--- src/rtl/bin2bcd_seq.sv ---
// Sequential binary-to-BCD converter (shift-and-add-3, one shift per clock)
// feeding per-digit 7-segment decoders, with a registered leading-zero blank mask.
module bin2bcd_seq #(
   parameter int WIDTH  = 8,
   parameter int DIGITS = 3
) (
   input  logic                  clk,
   input  logic                  rst_n,
   input  logic                  in_valid,
   output logic                  in_ready,
   input  logic [WIDTH-1:0]      bin,
   output logic                  out_valid,
   output logic [4*DIGITS-1:0]   bcd,
   output logic [DIGITS-1:0]     blank,
   output logic                  busy
);

   localparam int WW = 4*DIGITS + WIDTH;
   localparam int CW = (WIDTH > 1) ? $clog2(WIDTH) : 1;
   localparam int PW = WIDTH + 4*DIGITS + 4;
   localparam logic [DIGITS-1:0] BLANK_RST = ~DIGITS'(1);

   // True when DIGITS decimal digits can hold every WIDTH-bit value.
   function automatic bit digits_ok();
      logic [PW-1:0] p;
      logic [PW-1:0] lim;
      p   = PW'(1);
      lim = '0;
      lim[WIDTH] = 1'b1;
      for (int i = 0; i < DIGITS; i++) p = p * PW'(10);
      return p >= lim;
   endfunction

   if (WIDTH < 1) begin : g_bad_width
      $fatal(1, "bin2bcd_seq: WIDTH must be >= 1");
   end
   if (!digits_ok()) begin : g_bad_digits
      $fatal(1, "bin2bcd_seq: DIGITS too small for WIDTH");
   end

   typedef enum logic {IDLE, SHIFT} state_t;

   state_t               state_q, state_d;
   logic [WW-1:0]        work_q, work_d;
   logic [CW-1:0]        count_q, count_d;
   logic [4*DIGITS-1:0]  bcd_q, bcd_d;
   logic [DIGITS-1:0]    blank_q, blank_d;
   logic                 out_valid_q, out_valid_d;

   logic [WW-1:0]        adj;
   logic [WW-1:0]        shifted;
   logic [4*DIGITS-1:0]  final_bcd;
   logic [DIGITS-1:0]    final_blank;
   logic                 all_zero;

   assign in_ready  = (state_q == IDLE) && rst_n;
   assign busy      = (state_q == SHIFT);
   assign out_valid = out_valid_q;
   assign bcd       = bcd_q;
   assign blank     = blank_q;

   // One double-dabble step, plus the result and blank mask it would commit.
   always_comb begin
      adj = work_q;
      for (int d = 0; d < DIGITS; d++) begin
         if (adj[WIDTH+4*d +: 4] >= 4'd5)
            adj[WIDTH+4*d +: 4] = adj[WIDTH+4*d +: 4] + 4'd3;
      end
      shifted   = {adj[WW-2:0], 1'b0};
      final_bcd = shifted[WW-1 -: 4*DIGITS];

      final_blank = '0;
      all_zero    = 1'b1;
      for (int i = DIGITS-1; i > 0; i--) begin
         all_zero       = all_zero && (final_bcd[4*i +: 4] == 4'd0);
         final_blank[i] = all_zero;
      end
   end

   always_comb begin
      state_d     = state_q;
      work_d      = work_q;
      count_d     = count_q;
      bcd_d       = bcd_q;
      blank_d     = blank_q;
      out_valid_d = 1'b0;
      case (state_q)
         IDLE: begin
            if (in_valid && in_ready) begin
               work_d  = {{(4*DIGITS){1'b0}}, bin};
               count_d = '0;
               state_d = SHIFT;
            end
         end
         SHIFT: begin
            work_d  = shifted;
            count_d = count_q + CW'(1);
            if (count_q == CW'(WIDTH-1)) begin
               bcd_d       = final_bcd;
               blank_d     = final_blank;
               out_valid_d = 1'b1;
               state_d     = IDLE;
            end
         end
         default: state_d = IDLE;
      endcase
   end

   always_ff @(posedge clk) begin
      if (!rst_n) begin
         state_q     <= IDLE;
         work_q      <= '0;
         count_q     <= '0;
         bcd_q       <= '0;
         blank_q     <= BLANK_RST;
         out_valid_q <= 1'b0;
      end else begin
         state_q     <= state_d;
         work_q      <= work_d;
         count_q     <= count_d;
         bcd_q       <= bcd_d;
         blank_q     <= blank_d;
         out_valid_q <= out_valid_d;
      end
   end

endmodule

--- config.mk ---
export PLATFORM = sky130hd
export DESIGN_NAME = bin2bcd_seq
export DESIGN_NICKNAME = d
export VERILOG_FILES = /design/src/rtl/bin2bcd_seq.sv
export SDC_FILE = /design/constraint.sdc
export NUM_CORES = 1
export LEC_CHECK = 0
export ABC_AREA = 1
export ABC_CLOCK_PERIOD_IN_PS = 2700
export CAP_MARGIN = 15
export CORE_MARGIN = 5
export CORE_UTILIZATION = 30
export CTS_CLUSTER_DIAMETER = 40
export CTS_CLUSTER_SIZE = 28
export DETAILED_ROUTE_END_ITERATION = 8
export PLACE_DENSITY_LB_ADDON = 0.15
export SLEW_MARGIN = 15
export SYNTH_ARGS = -nofsm -noshare
export SYNTH_HDL_FRONTEND = slang
export SYNTH_SLANG_ARGS = --single-unit
--- constraint.sdc ---
create_clock -name clk -period 2.7 [get_ports clk]
set_clock_uncertainty 0.1 [all_clocks]
set_input_delay 0.675 -clock clk [delete_from_list [all_inputs] [get_ports clk]]
set_output_delay 0.675 -clock clk [all_outputs]
set_load 0.02 [all_outputs]
-- After elaboration in Yosys (flattened, before gate mapping)
Cells that the tools add are included.
- flip-flop bits (word level): 39
- add/sub/neg operators: 4
- order comparisons: 3
- equal/unequal tests: 2
- multiplexer cells: 11
- bitwise logic cells: 1
- reductions and logical operators: 7
- operator list (operator ; number):
    $pmux 20 s2 ; 1
    $mux 20 ; 1
    $ge 4x3->1 const B ; 3
    $add 4x2->4 const B ; 2
    $logic_not 4->1 ; 2
    $mux 4 ; 2
    $mux 3 ; 2
    $pmux 3 s2 ; 1
    $reduce_and 2->1 ; 2
    $add 3x1->3 const B ; 1
    $add 3x2->3 const B ; 1
    $eq 3x3->1 const B ; 1
    $logic_and 1x1->1 ; 3
    $mux 1 ; 3
    $ne 2x1->1 const B ; 1
    $pmux 1 s2 ; 1
    $not 1->1 ; 1

-- Logic depth before layout (Yosys ltp)
Gate-level depths: netlist of run 1.
- depth in word-level cells: 5
- depth in mapped cells: 11
- depth with buffers taken out: 11

-- Worst setup path after synthesis of run 1
Ideal clock, no wire load.
- kind: input to output
- start: in rst_n
- end: out in_ready
- data arrival time: 0.980 ns
- data required time: 1.925 ns
- setup slack: 0.945 ns
- cell stages on the path: 2
- path through: inv_1 nor2_2
- longest elaborated chain between the ends: 1
- RTL lines (what ; line ; source):
    start: declaration ; 8 ; input logic rst_n,
    $logic_and 1x1->1 ; 56 ; assign in_ready = (state_q == IDLE) && rst_n;
    end: declaration ; 10 ; output logic in_ready,
Every way passes these cells.

-- Worst setup path in the final report of run 1
Same ends and word-level chain as after synthesis.

==> impl_metrics.xml, run 1 <==
<?xml version="1.0" encoding="UTF-8"?>
<metrics>
  <group name="critical_path">
    <metric name="path_class" unit="">in2out</metric>
    <metric name="slowest_stage" unit="">clkdlybuf4s50_1</metric>
    <metric name="critical_path.max_fanout" unit="">2</metric>
    <metric name="crit_path_max_incr_delay" unit="ps">470</metric>
    <metric name="worstSetupStartpoint" unit="">rst_n</metric>
    <metric name="timing.critical_path.required" unit="ps">1920</metric>
    <metric name="crit_path_cell_trace" unit="">clkdlybuf4s50_1 -&gt; inv_1 -&gt; nor2_2 -&gt; dlymetal6s2s_1</metric>
    <metric name="endpoint_kind" unit="">output pin</metric>
    <metric name="regToRegStartpoint" unit="">work_q[16]$_SDFFE_PN0P_</metric>
    <metric name="critPathArrivalTime" unit="ps">1530</metric>
    <metric name="critPathLaunchType" unit="">input pin</metric>
    <metric name="timing.critical_path.max_delay_family" unit="">buffers and inverters</metric>
    <metric name="timing.critical_path.buf_inv" unit="">3</metric>
  </group>
  <group name="logic_synthesis">
    <metric name="syn_area_per_cell" unit="um2">7.619</metric>
    <metric name="net_count_of_the_mapped_netlist" unit="">255</metric>
    <metric name="synth-warning-count" unit="">0</metric>
    <metric name="synthesis.instances" unit="">236</metric>
    <metric name="synth-seq-cells" unit="">39</metric>
    <metric name="synth_seq_area_share" unit="">0.4342</metric>
    <metric name="synth.lib_cells_used.distinct" unit="">27</metric>
    <metric name="syn-cell-area" unit="um2">1798</metric>
  </group>
  <group name="sta">
    <metric name="setup_viol_count_final" unit="">0</metric>
    <metric name="slew_viol_final" unit="">0</metric>
    <metric name="finalSetupTns" unit="ps">0</metric>
    <metric name="timing_hold_violations_final" unit="">0</metric>
    <metric name="grt_setup_unrepaired" unit="">no</metric>
    <metric name="post-route-worst-setup-slack" unit="ps">396.8</metric>
    <metric name="final.period_utilization" unit="">0.8530</metric>
    <metric name="fmax" unit="MHz">434.2</metric>
    <metric name="period_minus_slack" unit="ps">2303</metric>
  </group>
  <group name="place">
    <metric name="hpwl" unit="mm">2.901</metric>
    <metric name="placement.io_buffers" unit="">27</metric>
    <metric name="placedCellCount" unit="">334</metric>
    <metric name="gp_routability_congestion" unit="">0.7478</metric>
    <metric name="place_ws" unit="ps">2.948</metric>
  </group>
  <group name="clocking">
    <metric name="clock_tree.root_cell" unit="">clkbuf_8</metric>
    <metric name="cts.htree.levels" unit="">2</metric>
    <metric name="tritoncts_clock_tree" unit="">done</metric>
    <metric name="clkSlewWorstSetupHoldPaths" unit="ps">80</metric>
    <metric name="clock_latency" unit="ps">290</metric>
    <metric name="hold_buffers" unit="">0</metric>
    <metric name="cts-root-to-sink-buffers" unit="">2</metric>
    <metric name="cts_sinks" unit="">39</metric>
    <metric name="cts_buffers" unit="">5</metric>
  </group>
  <group name="power">
    <metric name="ir_worst_vdd" unit="V">0.0003093</metric>
    <metric name="p_leak" unit="uW">0.0009677</metric>
    <metric name="cellPowerDensity" unit="nW/um2">505.1</metric>
  </group>
  <group name="route">
    <metric name="routed-via-count" unit="">1546</metric>
    <metric name="drt-total-wl" unit="mm">3.999</metric>
    <metric name="drtAntennaViolNets" unit="">0</metric>
    <metric name="detail_route.wl_per_cell" unit="um">11.73</metric>
    <metric name="initialDrtViolationCount" unit="">55</metric>
    <metric name="avgViaCountPerCell" unit="">4.534</metric>
    <metric name="route.detailed.drc" unit="">0</metric>
    <metric name="drt_pass1_iterations" unit="">4</metric>
  </group>
  <group name="global_route">
    <metric name="grtUsageMet1" unit="">0.1455</metric>
    <metric name="global_route.usage.total" unit="">0.1142</metric>
    <metric name="use_met2" unit="">0.1829</metric>
    <metric name="grt_max_degree" unit="">21</metric>
    <metric name="grt_busiest_layer" unit="">met2</metric>
    <metric name="grt_pass1_vias" unit="">1504</metric>
    <metric name="globalRouteMet3Util" unit="">0.03217</metric>
    <metric name="first_pass_grt_wire_length" unit="mm">6.920</metric>
    <metric name="overflow" unit="">0</metric>
    <metric name="grt_antenna_before_repair" unit="">0</metric>
  </group>
  <group name="cells_and_area">
    <metric name="flow.area_growth_from_synthesis" unit="%">23.45</metric>
    <metric name="layout.nets" unit="">285</metric>
    <metric name="n_antenna_cell" unit="">0</metric>
    <metric name="number_of_standard_cells_in_the_final_layout_excluding_fillers" unit="">341</metric>
    <metric name="fraction_of_final_layout_cells_sized_beyond_drive_strength_1" unit="">0.08271</metric>
  </group>
  <group name="die">
    <metric name="die_w" unit="um">87.42</metric>
    <metric name="die_h" unit="um">87.42</metric>
    <metric name="core_area" unit="um2">5886</metric>
    <metric name="top_level_ports" unit="">29</metric>
    <metric name="die_area" unit="um2">7641</metric>
    <metric name="floorplan.initialDensity" unit="">0.3055</metric>
    <metric name="std_cell_rows" unit="">28</metric>
  </group>
  <group name="worst_hold_path">
    <metric name="worst_hold_path_type" unit="">reg2reg</metric>
    <metric name="hold_path.startpoint" unit="">work_q[4]$_SDFFE_PN0P_</metric>
  </group>
  <group name="job">
    <metric name="max_cap_viol_count" unit="">0</metric>
  </group>
  <group name="outcome">
    <metric name="run_status" unit="">finished clean</metric>
  </group>
</metrics>
-- path summary, 6_finish.rpt --
path         cells after the start  slack (ps)                endpoint
max                              4         400                in_ready
min                              2         360  work_q[4]$_SDFFE_PN0P_
max reg2reg                     11        1160   blank[1]$_SDFFE_PN1P_
min reg2reg                      2         360  work_q[4]$_SDFFE_PN0P_
-- layer usage --
layer | share of wire | vias up
met5 | 0 | -
met4 | 0.0068 | 0
met1 | 0.50 | 677
met2 | 0.45 | 29
met3 | 0.035 | 4
li1 | - | 836
-- cell usage in the layout (no fill, tap or decap), drive strengths merged, types with 6 or more instances in the layout --
| master | Yosys | layout |
|---|---|---|
| nand2 | 53 | 53 |
| dfxtp | 39 | 39 |
| inv | 33 | 33 |
| o21ai | 27 | 27 |
| clkdlybuf4s50 | 0 | 26 |
| a21oi | 19 | 19 |
| nor2 | 13 | 13 |
| nand3 | 11 | 11 |
| o22ai | 9 | 9 |
| ha | 8 | 8 |
| clkbuf | 1 | 6 |
| buf | 9 | 6 |
-- sequential cells by signal, indices dropped and copies added, names as in the netlist --
name / flops
work_q: 20
count_q: 3
busy: 1
out_valid: 1
blank: 2
bcd: 12
-- logic make-up after synthesis --
group / Yosys count / share of synthesized area
simple gates: 82 / 0.1969
xor+xnor: 1 / 0.004872
other cells: 1 / 0.002086
compound gates: 62 / 0.1928
fa+ha+maj: 8 / 0.05567
buf+inv: 43 / 0.1134
flops: 39 / 0.4342
-- worst reg2reg max path: stages (launching register included) --
cell     delay [ps]
dfxtp_1         350
inv_1            80
ha_1            190
inv_1            80
nand2_2          90
nand3_1         110
nand2_1          60
nand2_1         120
nand2_1          90
nor2_1          120
nand2_1          50
nand2_1          50
-- final cells by class --
cell class                 count  area [um2]
tap                           75       93.84
clock inverter                 1       5.005
sequential                    39       780.7
multi-input combinational    154       813.3
fill                         628        3666
inverter                      33       126.4
timing repair buffer          33       317.8
clock buffer                   6       82.58
-- cells in the mapped netlist --
library cell   n  area share
and2_1         1      0.0035
inv_2          1      0.0021
dfxtp_1       39        0.43
inv_1         31       0.065
nand3_2        1      0.0056
inv_4          1      0.0035
o21ai_1       15       0.042
clkbuf_1       1      0.0021
nand3_1       10       0.028
o211ai_1       5       0.021
nand4_1        4       0.014
nand2_4        1      0.0063
nand2_2        2      0.0070
nor2_1        12       0.025
conb_1         1      0.0021
nor2_2         1      0.0035
a22oi_1        2      0.0083
xor2_1         1      0.0049
o21ai_0       12       0.033
ha_1           8       0.056
buf_4          4       0.017
o22ai_1        9       0.031
a21oi_2        2      0.0097
buf_2          2      0.0056
buf_6          3       0.019
a21oi_1       17       0.047
nand2_1       50        0.10
-- per-stage QoR --
| step | hold slack, ps | instance area, um2 | utilization | power, uW |
|---|---|---|---|---|
| floorplan | 329.9 | 1798 | - | 699.1 |
| global placement | 342.5 | 2130 | 0.3618 | 737.7 |
| detailed placement | 346.8 | 2130 | 0.3618 | 738.2 |
| CTS | 358.5 | 2217 | 0.3767 | 1138 |
| global route | 390.0 | 2220 | 0.3771 | 1178 |
| finish | 355.2 | 2220 | 0.3771 | 1121 |
-- power by group --
group          switching (uW)  internal [uW]  leakage, uW
Sequential               7.70            593     0.000316
Combinational            73.0           50.4     0.000604
Clock                     197            200    0.0000470
-- repair_timing --
action,4_1_cts,5_1_grt
endpoints found under the hold margin,0,0
buffers inserted,0,0
gates resized for setup,0,1
endpoints found under the setup margin,0,1
(Power assumes the default switching activity.)
==> inputs of run 2 (changes only) <==
Settings changed: REMOVE_ABC_BUFFERS set to 1, SKIP_CTS_REPAIR_TIMING set to 1.
==> impl_metrics.xml, run 2 (synthesis results as in run 1) <==
<?xml version="1.0" encoding="UTF-8"?>
<metrics>
  <group name="outcome">
    <metric name="run_status" unit="">finished clean</metric>
  </group>
  <group name="global_route">
    <metric name="grt_antenna_before_repair" unit="">0</metric>
    <metric name="grt_pass1_vias" unit="">1484</metric>
    <metric name="overflow" unit="">0</metric>
    <metric name="grtUsageMet1" unit="">0.1418</metric>
    <metric name="use_met2" unit="">0.1815</metric>
    <metric name="global_route.usage.total" unit="">0.1108</metric>
    <metric name="globalRouteMet3Util" unit="">0.02649</metric>
    <metric name="grt_busiest_layer" unit="">met2</metric>
    <metric name="first_pass_grt_wire_length" unit="mm">6.699</metric>
    <metric name="grt_max_degree" unit="">21</metric>
  </group>
  <group name="critical_path">
    <metric name="critPathLaunchType" unit="">input pin</metric>
    <metric name="endpoint_kind" unit="">output pin</metric>
    <metric name="critical_path.max_fanout" unit="">2</metric>
    <metric name="critPathArrivalTime" unit="ps">1520</metric>
    <metric name="path_class" unit="">in2out</metric>
    <metric name="timing.critical_path.required" unit="ps">1920</metric>
  </group>
  <group name="place">
    <metric name="hpwl" unit="mm">2.764</metric>
    <metric name="placement.io_buffers" unit="">27</metric>
    <metric name="placed_cell_area" unit="um2">2135</metric>
    <metric name="gp_routability_congestion" unit="">0.7786</metric>
    <metric name="place_ws" unit="ps">10.74</metric>
  </group>
  <group name="clocking">
    <metric name="clock_latency" unit="ps">290</metric>
    <metric name="cts_buffers" unit="">5</metric>
    <metric name="cts.htree.levels" unit="">2</metric>
    <metric name="cts_sinks" unit="">39</metric>
    <metric name="cts-root-to-sink-buffers" unit="">2</metric>
    <metric name="tritoncts_clock_tree" unit="">done</metric>
    <metric name="clock_tree.root_cell" unit="">clkbuf_8</metric>
    <metric name="clkSlewWorstSetupHoldPaths" unit="ps">70</metric>
  </group>
  <group name="die">
    <metric name="top_level_ports" unit="">29</metric>
    <metric name="std_cell_rows" unit="">28</metric>
    <metric name="floorplan.initialDensity" unit="">0.3055</metric>
    <metric name="die_area" unit="um2">7641</metric>
    <metric name="die_w" unit="um">87.42</metric>
    <metric name="core_area" unit="um2">5886</metric>
    <metric name="die_h" unit="um">87.42</metric>
  </group>
  <group name="sta">
    <metric name="fmax" unit="MHz">435.1</metric>
    <metric name="timing_hold_violations_final" unit="">0</metric>
    <metric name="grt_setup_unrepaired" unit="">no</metric>
    <metric name="post-route-worst-setup-slack" unit="ps">401.9</metric>
    <metric name="slew_viol_final" unit="">0</metric>
    <metric name="period_minus_slack" unit="ps">2298</metric>
    <metric name="final.period_utilization" unit="">0.8511</metric>
    <metric name="setup_viol_count_final" unit="">0</metric>
    <metric name="finalSetupTns" unit="ps">0</metric>
  </group>
  <group name="route">
    <metric name="route.detailed.drc" unit="">0</metric>
    <metric name="drt_pass1_iterations" unit="">6</metric>
    <metric name="routed-via-count" unit="">1544</metric>
    <metric name="initialDrtViolationCount" unit="">48</metric>
    <metric name="drtAntennaViolNets" unit="">0</metric>
    <metric name="detail_route.wl_per_cell" unit="um">11.28</metric>
    <metric name="avgViaCountPerCell" unit="">4.541</metric>
    <metric name="drt-total-wl" unit="mm">3.834</metric>
  </group>
  <group name="cells_and_area">
    <metric name="max_flop_register" unit="">work_q</metric>
    <metric name="max_reg_flops" unit="">20</metric>
    <metric name="layout.nets" unit="">284</metric>
    <metric name="flow.area_growth_from_synthesis" unit="%">23.73</metric>
    <metric name="n_antenna_cell" unit="">0</metric>
    <metric name="mostFrequentLayoutCell" unit="">nand2_1</metric>
    <metric name="stdcell_area" unit="um2">2225</metric>
    <metric name="fraction_of_final_layout_cells_sized_beyond_drive_strength_1" unit="">0.07925</metric>
    <metric name="leading_cell_types_in_the_layout_fill_and_taps_excluded" unit="">nand2_1, dfxtp_1, inv_1</metric>
  </group>
  <group name="power">
    <metric name="cellPowerDensity" unit="nW/um2">503.1</metric>
    <metric name="p_leak" unit="uW">0.0009676</metric>
    <metric name="ir_worst_vdd" unit="V">0.0002304</metric>
  </group>
  <group name="worst_hold_path">
    <metric name="worst_hold_path_type" unit="">reg2reg</metric>
  </group>
  <group name="job">
    <metric name="max_cap_viol_count" unit="">0</metric>
  </group>
</metrics>
## run 2: cell type report
cell class	instances	area, um2
fillers	632	3661
multi-input cells	154	813.3
flip-flops and latches	39	780.7
repair buffers	32	322.8
inverters	33	126.4
well taps	75	93.84
clock buffers	6	82.58
clock inverters	1	5.005
## run 2: metal layers
layer	share of wire	wire [um]
met3	0.038	147
met5	0	0
met4	0.014	53
met2	0.46	1768
met1	0.49	1865
## run 2: worst paths after layout
kind | depth (start not counted) | to | slack, ps | start
worst min-delay path | 2 | work_q[6]$_SDFFE_PN0P_ | 350 | work_q[6]$_SDFFE_PN0P_
worst min register to register | 2 | work_q[6]$_SDFFE_PN0P_ | 350 | work_q[6]$_SDFFE_PN0P_
worst max-delay path | 4 | in_ready | 400 | rst_n
worst max register to register | 11 | blank[1]$_SDFFE_PN1P_ | 1130 | work_q[12]$_SDFFE_PN0P_
## run 2: critical path, stage by stage
cell	delay, ps
clkdlybuf4s50_1	470
inv_1	60
nor2_2	90
dlymetal6s2s_1	230
## run 2: where the power goes
group | total [uW] | switching, uW | internal [uW]
clock network | 394 | 194 | 200
logic | 124 | 71.9 | 52.6
registers | 600 | 7.60 | 593
total | 1120 | 273 | 846
## run 2: per-stage QoR
stage          hold slack, ps  utilization  std cells  power [uW]
2_1_floorplan           329.8            -        226       680.0
3_3_place_gp            342.6       0.3627        333       739.8
3_5_place_dp            346.5       0.3627        333       739.9
4_1_cts                 358.3       0.3776        340        1144
5_1_grt                 382.0       0.3780        340        1182
6_report                354.4       0.3780        340        1119
==> inputs of run 3 (changes only) <==
Settings changed: CORE_ASPECT_RATIO set to 1.4, PLACE_DENSITY_LB_ADDON 0.15 to 0.1.
==> impl_metrics.xml, run 3 (synthesis results as in run 1) <==
<?xml version="1.0" encoding="UTF-8"?>
<metrics>
  <group name="clocking">
    <metric name="cts.htree.levels" unit="">2</metric>
    <metric name="cts-root-to-sink-buffers" unit="">2</metric>
    <metric name="clock_tree.root_cell" unit="">clkbuf_8</metric>
    <metric name="tritoncts_clock_tree" unit="">done</metric>
    <metric name="clkSlewWorstSetupHoldPaths" unit="ps">70</metric>
    <metric name="cts_buffers" unit="">5</metric>
    <metric name="clock_latency" unit="ps">290</metric>
    <metric name="cts_sinks" unit="">39</metric>
  </group>
  <group name="route">
    <metric name="dr.max_layer_used" unit="">met4</metric>
    <metric name="route.detailed.drc" unit="">0</metric>
    <metric name="drt_pass1_iterations" unit="">4</metric>
    <metric name="drt-total-wl" unit="mm">3.955</metric>
    <metric name="routed-via-count" unit="">1575</metric>
    <metric name="route.layer.met1.wl" unit="mm">1.709</metric>
    <metric name="detail_route.wl_per_cell" unit="um">11.77</metric>
    <metric name="initialDrtViolationCount" unit="">135</metric>
    <metric name="avgViaCountPerCell" unit="">4.688</metric>
    <metric name="drtAntennaViolNets" unit="">0</metric>
    <metric name="wl_met3" unit="um">165</metric>
    <metric name="wl_met2" unit="mm">2.005</metric>
  </group>
  <group name="worst_hold_path">
    <metric name="worst_hold_path.num_cells" unit="">2</metric>
    <metric name="worst_hold_path_type" unit="">reg2reg</metric>
  </group>
  <group name="critical_path">
    <metric name="endpoint_kind" unit="">output pin</metric>
    <metric name="critical_path.max_fanout" unit="">2</metric>
    <metric name="timing.critical_path.required" unit="ps">1920</metric>
    <metric name="timing.rr.end" unit="">blank[1]$_SDFFE_PN1P_</metric>
    <metric name="worstSetupStartpoint" unit="">rst_n</metric>
    <metric name="rr_worst_depth" unit="">11</metric>
    <metric name="critPathCapture" unit="">in_ready</metric>
    <metric name="regToRegStartpoint" unit="">work_q[12]$_SDFFE_PN0P_</metric>
    <metric name="critPathArrivalTime" unit="ps">1540</metric>
    <metric name="critPathLaunchType" unit="">input pin</metric>
    <metric name="rrSetupSlack" unit="ps">1110</metric>
    <metric name="path_class" unit="">in2out</metric>
  </group>
  <group name="cells_and_area">
    <metric name="mostFrequentLayoutCell" unit="">nand2_1</metric>
    <metric name="max_flop_register" unit="">work_q</metric>
    <metric name="n_fill_cell" unit="">633</metric>
    <metric name="flow.area_growth_from_synthesis" unit="%">24.36</metric>
    <metric name="layout.nets" unit="">284</metric>
    <metric name="final_util" unit="">0.3813</metric>
    <metric name="n_antenna_cell" unit="">0</metric>
    <metric name="fraction_of_final_layout_cells_sized_beyond_drive_strength_1" unit="">0.08271</metric>
    <metric name="leading_cell_types_in_the_layout_fill_and_taps_excluded" unit="">nand2_1, dfxtp_1, inv_1</metric>
    <metric name="max_reg_flops" unit="">20</metric>
    <metric name="stdcell_area" unit="um2">2236</metric>
  </group>
  <group name="global_route">
    <metric name="first_pass_grt_wire_length" unit="mm">7.003</metric>
    <metric name="grt_pass1_vias" unit="">1544</metric>
    <metric name="overflow" unit="">0</metric>
    <metric name="grt_antenna_before_repair" unit="">0</metric>
    <metric name="global_route.usage.total" unit="">0.1184</metric>
    <metric name="grt_max_degree" unit="">22</metric>
  </group>
  <group name="die">
    <metric name="core_area" unit="um2">5863</metric>
    <metric name="die_area" unit="um2">7664</metric>
    <metric name="die_w" unit="um">75.43</metric>
    <metric name="die_h" unit="um">101.6</metric>
    <metric name="top_level_ports" unit="">29</metric>
    <metric name="std_cell_rows" unit="">33</metric>
    <metric name="floorplan.initialDensity" unit="">0.3067</metric>
  </group>
  <group name="sta">
    <metric name="grt_setup_unrepaired" unit="">no</metric>
    <metric name="finalSetupTns" unit="ps">0</metric>
    <metric name="slew_viol_final" unit="">0</metric>
    <metric name="fmax" unit="MHz">432.2</metric>
    <metric name="period_minus_slack" unit="ps">2314</metric>
    <metric name="timing_hold_violations_final" unit="">0</metric>
    <metric name="final.period_utilization" unit="">0.8569</metric>
    <metric name="post-route-worst-setup-slack" unit="ps">386.3</metric>
    <metric name="setup_viol_count_final" unit="">0</metric>
  </group>
  <group name="place">
    <metric name="placed_cell_area" unit="um2">2116</metric>
    <metric name="gp_routability_congestion" unit="">0.7322</metric>
    <metric name="placement.io_buffers" unit="">27</metric>
    <metric name="hpwl" unit="mm">2.816</metric>
    <metric name="place_ws" unit="ps">-11.50</metric>
  </group>
  <group name="power">
    <metric name="p_leak" unit="uW">0.0009771</metric>
    <metric name="fin_total_pwr" unit="uW">1225</metric>
    <metric name="ir_worst_vdd" unit="V">0.0002303</metric>
    <metric name="cellPowerDensity" unit="nW/um2">548.0</metric>
  </group>
  <group name="job">
    <metric name="max_cap_viol_count" unit="">0</metric>
  </group>
  <group name="outcome">
    <metric name="run_status" unit="">finished clean</metric>
  </group>
</metrics>
-- run 3: cell count changes in the layout (fill, tap and decap cells not counted), sizes merged --
cell,previous run,this run
bufinv,0,1
-- run 3: metal layers --
layer  up-vias  track usage
li1        834            -
met1       710       0.1410
met2        25       0.2003
met3         6      0.03078
met4         0      0.04441
met5         -            0
-- run 3: report_power, final --
group | switching [uW] | internal, uW
clock | 207 | 299
combinational | 69.8 | 48.1
sequential | 8.48 | 592
-- run 3: final cells by class --
class                   instances  area [um2]  share of cell area
well taps                      70       87.58             0.03917
inverters                      33       126.4             0.05652
clock buffers                   6       82.58             0.03693
repair buffers                 32       310.3              0.1388
multi-input cells             154       813.3              0.3637
clock inverters                 2       35.03             0.01567
flip-flops and latches         39       780.7              0.3492
-- run 3: critical path, stage by stage --
cell	delay (ps)
clkdlybuf4s50_1	480
inv_1	60
nor2_2	90
dlymetal6s2s_1	230
-- run 3: worst min-delay path by stage --
stage	slack [ps]	to	start
6_report	360	work_q[3]$_SDFFE_PN0P_	work_q[3]$_SDFFE_PN0P_
3_5_place_dp	350	work_q[3]$_SDFFE_PN0P_	work_q[3]$_SDFFE_PN0P_
4_1_cts	360	work_q[3]$_SDFFE_PN0P_	work_q[3]$_SDFFE_PN0P_
2_1_floorplan	330	work_q[1]$_SDFFE_PN0P_	work_q[1]$_SDFFE_PN0P_
3_3_place_gp	350	work_q[3]$_SDFFE_PN0P_	work_q[3]$_SDFFE_PN0P_
5_1_grt	380	work_q[4]$_SDFFE_PN0P_	work_q[4]$_SDFFE_PN0P_
-- run 3: metrics by stage --
| step | hold WS, ps | instances |
|---|---|---|
| detailed placement | 347.2 | 328 |
| global route | 378.9 | 336 |
| finish | 355.2 | 336 |
| CTS | 357.7 | 336 |
| global placement | 345.6 | 328 |
| floorplan | 329.8 | 226 |
